===== config.mk =====
export PLATFORM = sky130hd
export DESIGN_NAME = instr_trace_writer
export DESIGN_NICKNAME = d
export VERILOG_FILES = /design/src/rtl/instr_trace_writer.sv
export SDC_FILE = /design/constraint.sdc
export NUM_CORES = 1
export LEC_CHECK = 0
export ABC_AREA = 1
export CAP_MARGIN = 20
export CORE_UTILIZATION = 29
export CTS_CLUSTER_SIZE = 40
export DETAILED_ROUTE_END_ITERATION = 7
export PLACE_DENSITY = 0.42
export SLEW_MARGIN = 20
export SYNTH_ARGS = -nofsm -noshare
export SYNTH_HDL_FRONTEND = slang
export SYNTH_SLANG_ARGS = --single-unit

===== constraint.sdc =====
create_clock -name clk -period 3 [get_ports clk]
set_clock_uncertainty 0.15 [all_clocks]
set_input_delay 0.6 -clock clk [delete_from_list [all_inputs] [get_ports clk]]
set_output_delay 0.6 -clock clk [all_outputs]
set_load 0.01 [all_outputs]

===== src/rtl/instr_trace_writer.sv =====
// ---------------------------------------------------------------------------
// instr_trace_writer
//
// Snoops decoder timing and, when an instruction completes, snapshots its
// opcode plus the eight architectural registers into a small record FIFO.
// Each 72-bit record {opcode, A, B, C, D, E, H, L, F} is streamed out MSB
// first as 9 bytes over a valid/ready byte interface. The byte layout is the
// same as the CPU test-vector files, so hardware runs can be diffed directly
// against simulation vectors.
//
// Ports
//   clk          system clock
//   rst          asynchronous active-low reset
//   t_cycle      decoder T-cycle index
//   m_cycle      decoder current M-cycle
//   m_count      decoder M-cycle count of the current instruction
//   hold         decoder hold/stall
//   instruction  opcode of the executing instruction
//   regs         {A,B,C,D,E,H,L,F}, with A in [63:56]
//   enable       tracing enable, sampled at each capture point
//   out_data     stream byte
//   out_valid    out_data is valid
//   out_ready    sink accepts the byte
//   out_last     high with the 9th (F) byte of a record
//   overflow     sticky: at least one record was dropped
//   drop_count   dropped records, saturating at 255
//   rec_count    records accepted into the FIFO, wrapping
//   done         STOP_OP record accepted; capture is disabled until reset
// ---------------------------------------------------------------------------
module instr_trace_writer #(
   parameter int         DEPTH   = 4,
   parameter logic [7:0] STOP_OP = 8'h10
) (
   input  logic        clk,
   input  logic        rst,
   input  logic [1:0]  t_cycle,
   input  logic [2:0]  m_cycle,
   input  logic [2:0]  m_count,
   input  logic        hold,
   input  logic [7:0]  instruction,
   input  logic [63:0] regs,
   input  logic        enable,
   output logic [7:0]  out_data,
   output logic        out_valid,
   input  logic        out_ready,
   output logic        out_last,
   output logic        overflow,
   output logic [7:0]  drop_count,
   output logic [15:0] rec_count,
   output logic        done
);

   localparam int AW = $clog2(DEPTH);

   logic [71:0] mem_r [DEPTH];
   logic [AW:0] wr_ptr_r;
   logic [AW:0] rd_ptr_r;
   logic [3:0]  idx_r;
   logic        cap_q_r;
   logic        overflow_r;
   logic [7:0]  drop_count_r;
   logic [15:0] rec_count_r;
   logic        done_r;

   logic        cap_s;
   logic        cap_edge_s;
   logic        empty_s;
   logic        full_s;
   logic        xfer_s;
   logic        pop_s;
   logic        take_s;
   logic        push_s;
   logic        drop_s;
   logic [71:0] head_s;
   logic [7:0]  byte_s;

   // Capture detection and FIFO status; m_count - m_cycle wraps in 3 bits.
   always_comb begin
      cap_s      = (t_cycle == 2'b11) && ((m_count - m_cycle) == 3'd1) && !hold;
      cap_edge_s = cap_s && !cap_q_r;
      empty_s    = (wr_ptr_r == rd_ptr_r);
      full_s     = (wr_ptr_r[AW] != rd_ptr_r[AW]) &&
                   (wr_ptr_r[AW-1:0] == rd_ptr_r[AW-1:0]);
      xfer_s     = !empty_s && out_ready;
      pop_s      = xfer_s && (idx_r == 4'd8);
      take_s     = cap_edge_s && enable && !done_r;
      // A full FIFO still accepts when the head leaves on this same edge.
      push_s     = take_s && (!full_s || pop_s);
      drop_s     = take_s && !push_s;
   end

   // Select the current byte of the head record, opcode first.
   always_comb begin
      head_s = mem_r[rd_ptr_r[AW-1:0]];
      case (idx_r)
         4'd0:    byte_s = head_s[71:64];
         4'd1:    byte_s = head_s[63:56];
         4'd2:    byte_s = head_s[55:48];
         4'd3:    byte_s = head_s[47:40];
         4'd4:    byte_s = head_s[39:32];
         4'd5:    byte_s = head_s[31:24];
         4'd6:    byte_s = head_s[23:16];
         4'd7:    byte_s = head_s[15:8];
         4'd8:    byte_s = head_s[7:0];
         default: byte_s = 8'h00;
      endcase
   end

   // Stream outputs, all derived from registered state only.
   always_comb begin
      out_valid = !empty_s;
      if (!empty_s) begin
         out_data = byte_s;
         out_last = (idx_r == 4'd8);
      end else begin
         out_data = 8'h00;
         out_last = 1'b0;
      end
      overflow   = overflow_r;
      drop_count = drop_count_r;
      rec_count  = rec_count_r;
      done       = done_r;
   end

   // Record storage.
   always_ff @(posedge clk or negedge rst) begin
      if (!rst) begin
         for (int i = 0; i < DEPTH; i++) begin
            mem_r[i] <= 72'h0;
         end
      end else if (push_s) begin
         mem_r[wr_ptr_r[AW-1:0]] <= {instruction, regs};
      end
   end

   // FIFO pointers and serializer byte index.
   always_ff @(posedge clk or negedge rst) begin
      if (!rst) begin
         wr_ptr_r <= '0;
         rd_ptr_r <= '0;
         idx_r    <= 4'd0;
      end else begin
         if (push_s) begin
            wr_ptr_r <= wr_ptr_r + 1'b1;
         end
         if (pop_s) begin
            rd_ptr_r <= rd_ptr_r + 1'b1;
            idx_r    <= 4'd0;
         end else if (xfer_s) begin
            idx_r    <= idx_r + 4'd1;
         end
      end
   end

   // Capture edge history, statistics and the stop latch.
   always_ff @(posedge clk or negedge rst) begin
      if (!rst) begin
         cap_q_r      <= 1'b0;
         overflow_r   <= 1'b0;
         drop_count_r <= 8'h00;
         rec_count_r  <= 16'h0000;
         done_r       <= 1'b0;
      end else begin
         cap_q_r <= cap_s;
         if (push_s) begin
            rec_count_r <= rec_count_r + 16'd1;
            if (instruction == STOP_OP) begin
               done_r <= 1'b1;
            end
         end
         if (drop_s) begin
            overflow_r <= 1'b1;
            if (drop_count_r != 8'hFF) begin
               drop_count_r <= drop_count_r + 8'd1;
            end
         end
      end
   end

endmodule


==> results of run 1 <==
==> layout make-up <==
class,instances,area share
Sequential cell,325,0.384
Tap cell,739,0.0436
Inverter,278,0.0502
Timing Repair Buffer,233,0.134
Clock buffer,66,0.0619
Multi-Input combinational cell,1422,0.321
Clock inverter,10,0.00625
==> timing repair <==
action | CTS | global route
endpoints found under the hold margin | 37 | 0
setup endpoints to repair | 10 | 24
hold buffers | 1 | 0
pin swaps | 31 | 49
buffers inserted | 23 | 3
resized for setup | 157 | 74
gates cloned | 10 | 3
==> sequential cells by signal (all words and copies together), names as in the netlist <==
| name | flops |
|---|---|
| cap_q_r | 1 |
| done | 1 |
| drop_count | 8 |
| idx_r | 4 |
| mem_r | 288 |
| overflow | 1 |
| rd_ptr_r | 3 |
| rec_count | 16 |
| wr_ptr_r | 3 |
==> layout by cell type, fill, tap and decap left out, types with 4 or more instances in the layout <==
master           netlist  final
xnor2_1               14     13
a21oi_1               16      6
buf_16                 0     11
clkbuf_8               0     15
buf_2                 21      7
nor2_4                 1     10
nand2_2                0     56
a21oi_2                0      9
buf_6                  9     11
nand3_2                0     15
nor2_2                 0      9
clkinv_2               0      6
clkbuf_16              0     46
ha_1                  12     11
buf_4                 19     48
o21ai_0              116     98
nor2_1               130    112
nand3_4                5     11
nand2_1              741    685
buf_12                 0     39
nor3_1                 5      4
inv_1                274    271
clkdlybuf4s50_1        0    109
clkbuf_1              51      8
xor2_1                12     12
nand3_1              119     98
dfrtp_1              325    323
o21ai_2                0      5
o21ai_1              239    252
==> cell usage after synthesis (2+ instances only) <==
master    count
a21oi_1      16
buf_1        11
buf_2        21
buf_4        19
buf_6         9
clkbuf_1     51
dfrtp_1     325
ha_1         12
inv_1       274
inv_2         3
nand2_1     741
nand3_1     119
nand3_4       5
nand3b_1      3
nor2_1      130
nor3_1        5
nor4_1        2
o21ai_0     116
o21ai_1     239
or2_2         2
xnor2_1      14
xor2_1       12
==> cell families (layout without fill, tap and decap cells) <==
kind of cell    count (synthesis)  in the layout
flops                         325            325
simple gates                 1009           1009
compound gates                374            374
buf+inv                       389            587
fa+ha+maj                      13             13
xor+xnor                       26             26
==> final timing paths <==
check	end	from	slack, ns	cells after the start
max	out_data[6]	rd_ptr_r[0]$_DFFE_PN0P_	-0.14	10
max reg2reg	mem_r[258]$_DFFE_PN0P_	rd_ptr_r[0]$_DFFE_PN0P_	0.60	9
min reg2reg	overflow$_DFFE_PN0P_	overflow$_DFFE_PN0P_	0.33	1
min in group asynchronous	mem_r[173]$_DFFE_PN0P_	rst	0.39	2
min	overflow$_DFFE_PN0P_	overflow$_DFFE_PN0P_	0.33	1
max in group asynchronous	mem_r[122]$_DFFE_PN0P_	rst	1.35	4
==> metrics by stage <==
stage,cell area [um^2],utilization
detailed placement,18600,0.343
CTS,20900,0.385
finish,21200,0.390
floorplan,16100,-
global placement,18600,0.343
global route,21200,0.390
==> routing by layer <==
metal  track usage  vias up
met5             0        -
met4        0.0465        4
met3        0.0309       64
met2         0.287      219
met1         0.248     6471
li1              -     6990
==> power breakdown <==
part           internal [mW]  leakage, nW  switching, mW
sequential              4.84         4.45          0.314
combinational           2.99         5.00           3.85
clock                   3.25        0.718           1.99
total                   11.1         10.2           6.16
==> worst reg2reg max path, cell delays in order (launching register included) <==
cell and delay [ns]:
dfrtp_4 0.57, buf_6 0.17, buf_16 0.16, xor2_1 0.15, nor2_1 0.19, o211ai_4 0.21, nand3_4 0.15, buf_12 0.30
nand2_1 0.19, o21ai_1 0.08
==> flow_metrics.env, run 1 <==
export IMPL_antenna_left=0
export IMPL_muxShareOfSynthArea=0
export IMPL_htree_levels=2
export IMPL_initial_core_util=0.296
export IMPL_synth_top_family_by_area="simple AND/OR/NAND/NOR gates"
export IMPL_ys_warnings_count=0
export IMPL_die_h_um=238
export IMPL_crit_family="buffers and inverters"
export IMPL_fillers=5698
export IMPL_io_buffers=120
export IMPL_yosys_top_cells_area="dfrtp_1 (51%), nand2_1 (17%), o21ai_1 (7.4%)"
export IMPL_fin_crit_sh=1.05
export IMPL_grt_max_degree=77
export IMPL_drt_iter0_drc=657
export IMPL_netlist_area_um2=16100
export IMPL_dp_slack_ns=-0.419
export IMPL_grt_pass1_wl_um=79000
export IMPL_power_density_nw_per_um2=813
export IMPL_nets=2400
export IMPL_coreArea_um2=54300
export IMPL_ys_types=29
export IMPL_syn_nets=2234
export IMPL_grt_pass1_vias=13400
export IMPL_yosys_area_share_simple=0.251
export IMPL_clockBufferDepth=3
export IMPL_ys_seq_elements=325
export IMPL_clock_fmax_ghz=0.319
export IMPL_synth_top_area_cell="dfrtp_1"
export IMPL_cp_slowest_cell="dfrtp_4"
export IMPL_setup_tns_ns=-0.975
export IMPL_cts_tree="done"
export IMPL_cp_slowest_stage_delay_ns=0.54
export IMPL_rsz0062_at_grt="yes"
export IMPL_power_leakage_nw=10.2
export IMPL_p_total_mw=17.2
export IMPL_critPathArrivalTime_ns=2.39
export IMPL_synth_edf_count=0
export IMPL_place_inst=2961
export IMPL_clock_root_buffer="clkbuf_16"
export IMPL_finalWirelength_um=49400
export IMPL_overflow=0
export IMPL_avgViaCountPerCell=4.47
export IMPL_cts_buffers=42
export IMPL_violations="setup timing"
export IMPL_critical_path_class="flip-flop to primary output"
export IMPL_avgSynthCellArea_um2=7.54
export IMPL_clkLatencyLatePin_ns=0.56
export IMPL_synthAdderAreaFrac=0.0106
export IMPL_route_detailed_drc=0
export IMPL_synth_compound_area_share=0.118
export IMPL_ys_seq_area_frac=0.505
export IMPL_tightest_slew_ns=0.608
export IMPL_path_buf_inv=6
export IMPL_max_slew_margin=0.591
export IMPL_die_w_um=238
export IMPL_dieArea_um2=56500
export IMPL_dr_pass1_iters=5
export IMPL_path_max_fanout=7
export IMPL_topRoutingLayerUsed="met5"
export IMPL_status="complete, but fails checks"
export IMPL_rows=85
export IMPL_ir_worst_vdd_mv=0.388
export IMPL_cap_violations=0
export IMPL_drive_gt1_frac=0.138
export IMPL_critPathLaunchType="flip-flop"
export IMPL_synth_main_ff_cell="dfrtp_1"
export IMPL_synth_xor_area_share=0.0141
export IMPL_hp_class="flip-flop to flip-flop"
export IMPL_final_hold_violation_count=0
export IMPL_synth_async_sr_flop_share=1.00
export IMPL_grt_use_total=0.179
export IMPL_dr_wl_met3_um=2060
export IMPL_timing_final_max_slew_violations=0
export IMPL_vias=13700
export IMPL_gp_congestion=0.789
export IMPL_area_growth_pct=31.7
export IMPL_synthCells=2136
export IMPL_crit_path_cell_trace="inv_12 > buf_12 > buf_12 > buf_16 > o21ai_0 > a21boi_1 > nor2_1 > a21oi_2 > buf_4 > buf_2"
export IMPL_io_pins=121
export IMPL_period_minus_slack_ns=3.14
export IMPL_antenna_found_initial=2
export IMPL_multiInputGateArea_um2=6800
export IMPL_clock_sinks=325
export IMPL_worstPathRequired_ns=2.25
export IMPL_worst_path_most_repeated_cell="buf_12"
export IMPL_layout_cells_non_filler=3073
export IMPL_end_kind="primary output"
export IMPL_routedWlPerCell_um=16.1
export IMPL_wirelength_met1_um=23700
export IMPL_yosys_area_top_type_share=0.505
export IMPL_clk_pin_slew_ns=0.06
export IMPL_seqCellArea_um2=8140
export IMPL_setup_viol_count_final=8
export IMPL_wl_met2_um=22700
export IMPL_setup_ws_ns=-0.140
export IMPL_hpwl_um=31500
export IMPL_n_antenna_cell=0
export IMPL_whs_ns=0.327
Power figures use the tool's default switching activity.
==> run 2, diff against run 1 <==
--- a/config.mk
+++ b/config.mk
@@ -10,6 +10,7 @@
 export CORE_UTILIZATION = 29
 export CTS_CLUSTER_SIZE = 40
 export DETAILED_ROUTE_END_ITERATION = 7
+export MAX_ROUTING_LAYER = met4
 export PLACE_DENSITY = 0.42
 export SLEW_MARGIN = 20
 export SYNTH_ARGS = -nofsm -noshare
==> run 2 against run 1 <==
Effect of this change:
- the flow still finishes with violations (setup timing)
- combinational power barely moved
- wire length barely moved
- critical path depth rose by 3
- utilization barely moved
- non-clock buffer count did not move
- hold slack barely moved
- final area barely moved
- total power barely moved
- worst setup slack improved by 0.0071 ns
- sequential cell count did not move
- global-route usage rose by 0.55 points
- final cell count barely moved
==> flow_metrics.env, run 2 (synthesis gave the netlist of run 1 again) <==
export IMPL_route_detailed_drc=0
export IMPL_antenna_found_initial=2
export IMPL_critPathLaunchType="flip-flop"
export IMPL_routedWlPerCell_um=16.1
export IMPL_die_h_um=238
export IMPL_status="complete, but fails checks"
export IMPL_clock_sinks=325
export IMPL_place_inst=2961
export IMPL_nets=2400
export IMPL_cp_slowest_stage_delay_ns=0.57
export IMPL_power_leakage_nw=10.2
export IMPL_cts_tree="done"
export IMPL_final_hold_violation_count=0
export IMPL_avgViaCountPerCell=4.48
export IMPL_multiInputGateArea_um2=6800
export IMPL_clockBufferDepth=3
export IMPL_fin_crit_sh=1.04
export IMPL_top_register="mem_r"
export IMPL_place_area_um2=18600
export IMPL_final_util=0.390
export IMPL_overflow=0
export IMPL_crit_family="buffers and inverters"
export IMPL_io_pins=121
export IMPL_clock_root_buffer="clkbuf_16"
export IMPL_max_slew_margin=0.586
export IMPL_grt_pass1_vias=13500
export IMPL_cap_violations=0
export IMPL_finalWirelength_um=49400
export IMPL_coreArea_um2=54300
export IMPL_seqCellArea_um2=8140
export IMPL_hpwl_um=31500
export IMPL_htree_levels=2
export IMPL_gp_congestion=0.802
export IMPL_rsz0062_at_grt="yes"
export IMPL_power_density_nw_per_um2=813
export IMPL_vias=13800
export IMPL_final_common_cell="nand2_1"
export IMPL_clk_pin_slew_ns=0.06
export IMPL_fin_area_um2=21200
export IMPL_setup_viol_count_final=8
export IMPL_violations="setup timing"
export IMPL_timing_final_max_slew_violations=0
export IMPL_critical_path_class="flip-flop to primary output"
export IMPL_hp_class="flip-flop to flip-flop"
export IMPL_path_buf_inv=5
export IMPL_grt_max_degree=77
export IMPL_grt_pass1_wl_um=78900
export IMPL_clkLatencyLatePin_ns=0.56
export IMPL_largest_register_ffs=288
export IMPL_rows=85
export IMPL_antenna_left=0
export IMPL_worstPathRequired_ns=2.25
export IMPL_drt_iter0_drc=681
export IMPL_layout_cells_non_filler=3075
export IMPL_dr_pass1_iters=5
export IMPL_grt_use_total=0.184
export IMPL_die_w_um=238
export IMPL_initial_core_util=0.296
export IMPL_layout_common_cells="nand2_1 (685), dfrtp_1 (323), inv_1 (271)"
export IMPL_cts_buffers=42
export IMPL_tightest_slew_ns=0.615
export IMPL_dieArea_um2=56500
export IMPL_end_kind="primary output"
export IMPL_cp_slowest_cell="dfrtp_4"
export IMPL_clock_fmax_ghz=0.319
export IMPL_crit_path_cell_trace="inv_12 > buf_12 > buf_12 > buf_12 > nand2_2 > nand2_1 > nand2_1 > nand2_2 > nand2_2 > nand3_4 > nor2_4 > a21oi_2 > buf_2"
export IMPL_period_minus_slack_ns=3.13
export IMPL_fillers=5697
export IMPL_drive_gt1_frac=0.138
export IMPL_ir_worst_vdd_mv=0.388
export IMPL_path_max_fanout=7
export IMPL_io_buffers=120
export IMPL_setup_ws_ns=-0.133
export IMPL_critPathArrivalTime_ns=2.38
export IMPL_area_growth_pct=31.8
==> run 2: changes by cell type in the layout (fill, tap and decap cells not counted), sizes merged <==
cell,delta
diode,+2
==> run 2: what timing repair did <==
item / CTS / global route
buffers inserted: 23 / 3
cloned: 10 / 3
hold buffers: 1 / 0
hold endpoints to repair: 37 / 0
resized for setup: 157 / 74
endpoints found under the setup margin: 10 / 24
pin swaps: 31 / 49
==> run 2: path summary, 6_finish.rpt <==
path,startpoint,to,slack (ns),depth (start not counted)
max reg2reg,rd_ptr_r[0]$_DFFE_PN0P_,mem_r[258]$_DFFE_PN0P_,0.61,9
min,overflow$_DFFE_PN0P_,overflow$_DFFE_PN0P_,0.33,1
min in group asynchronous,rst,mem_r[173]$_DFFE_PN0P_,0.39,2
min reg2reg,overflow$_DFFE_PN0P_,overflow$_DFFE_PN0P_,0.33,1
max in group asynchronous,rst,mem_r[122]$_DFFE_PN0P_,1.35,4
max,rd_ptr_r[0]$_DFFE_PN0P_,out_data[3],-0.13,13
==> run 2: cell type report <==
type	instances	share of cell area
Multi-Input combinational cell	1422	0.321
Clock buffer	66	0.0619
Tap cell	739	0.0436
Timing Repair Buffer	233	0.134
Antenna cell	2	0.000236
Inverter	278	0.0501
Clock inverter	10	0.00625
Sequential cell	325	0.384
==> run 2: routing by layer <==
metal / vias to the layer above / track usage / wire [um]
met1: 6483 / 0.249 / 23900
met5: - / - / 0
met2: 223 / 0.286 / 22500
met4: 0 / 0.0465 / 942
met3: 67 / 0.0308 / 2000
li1: 6996 / - / -
==> run 2: through the flow <==
| step | hold slack, ns | power, mW | setup TNS (ns) | setup WS, ns |
|---|---|---|---|---|
| global placement | 0.310 | 10.6 | -103.80 | -0.407 |
| detailed placement | 0.300 | 10.6 | -106.43 | -0.419 |
| floorplan | 0.154 | 8.10 | 0 | 0.245 |
| CTS | 0.328 | 17.2 | -1.50 | -0.209 |
| finish | 0.328 | 17.2 | -0.974 | -0.133 |
| global route | 0.348 | 18.3 | -1.68 | -0.237 |
==> run 2: where the power goes <==
part	switching [mW]	internal (mW)	total [mW]
combinational	3.86	2.99	6.85
sequential	0.314	4.84	5.15
clock	1.99	3.25	5.24
total	6.16	11.1	17.2
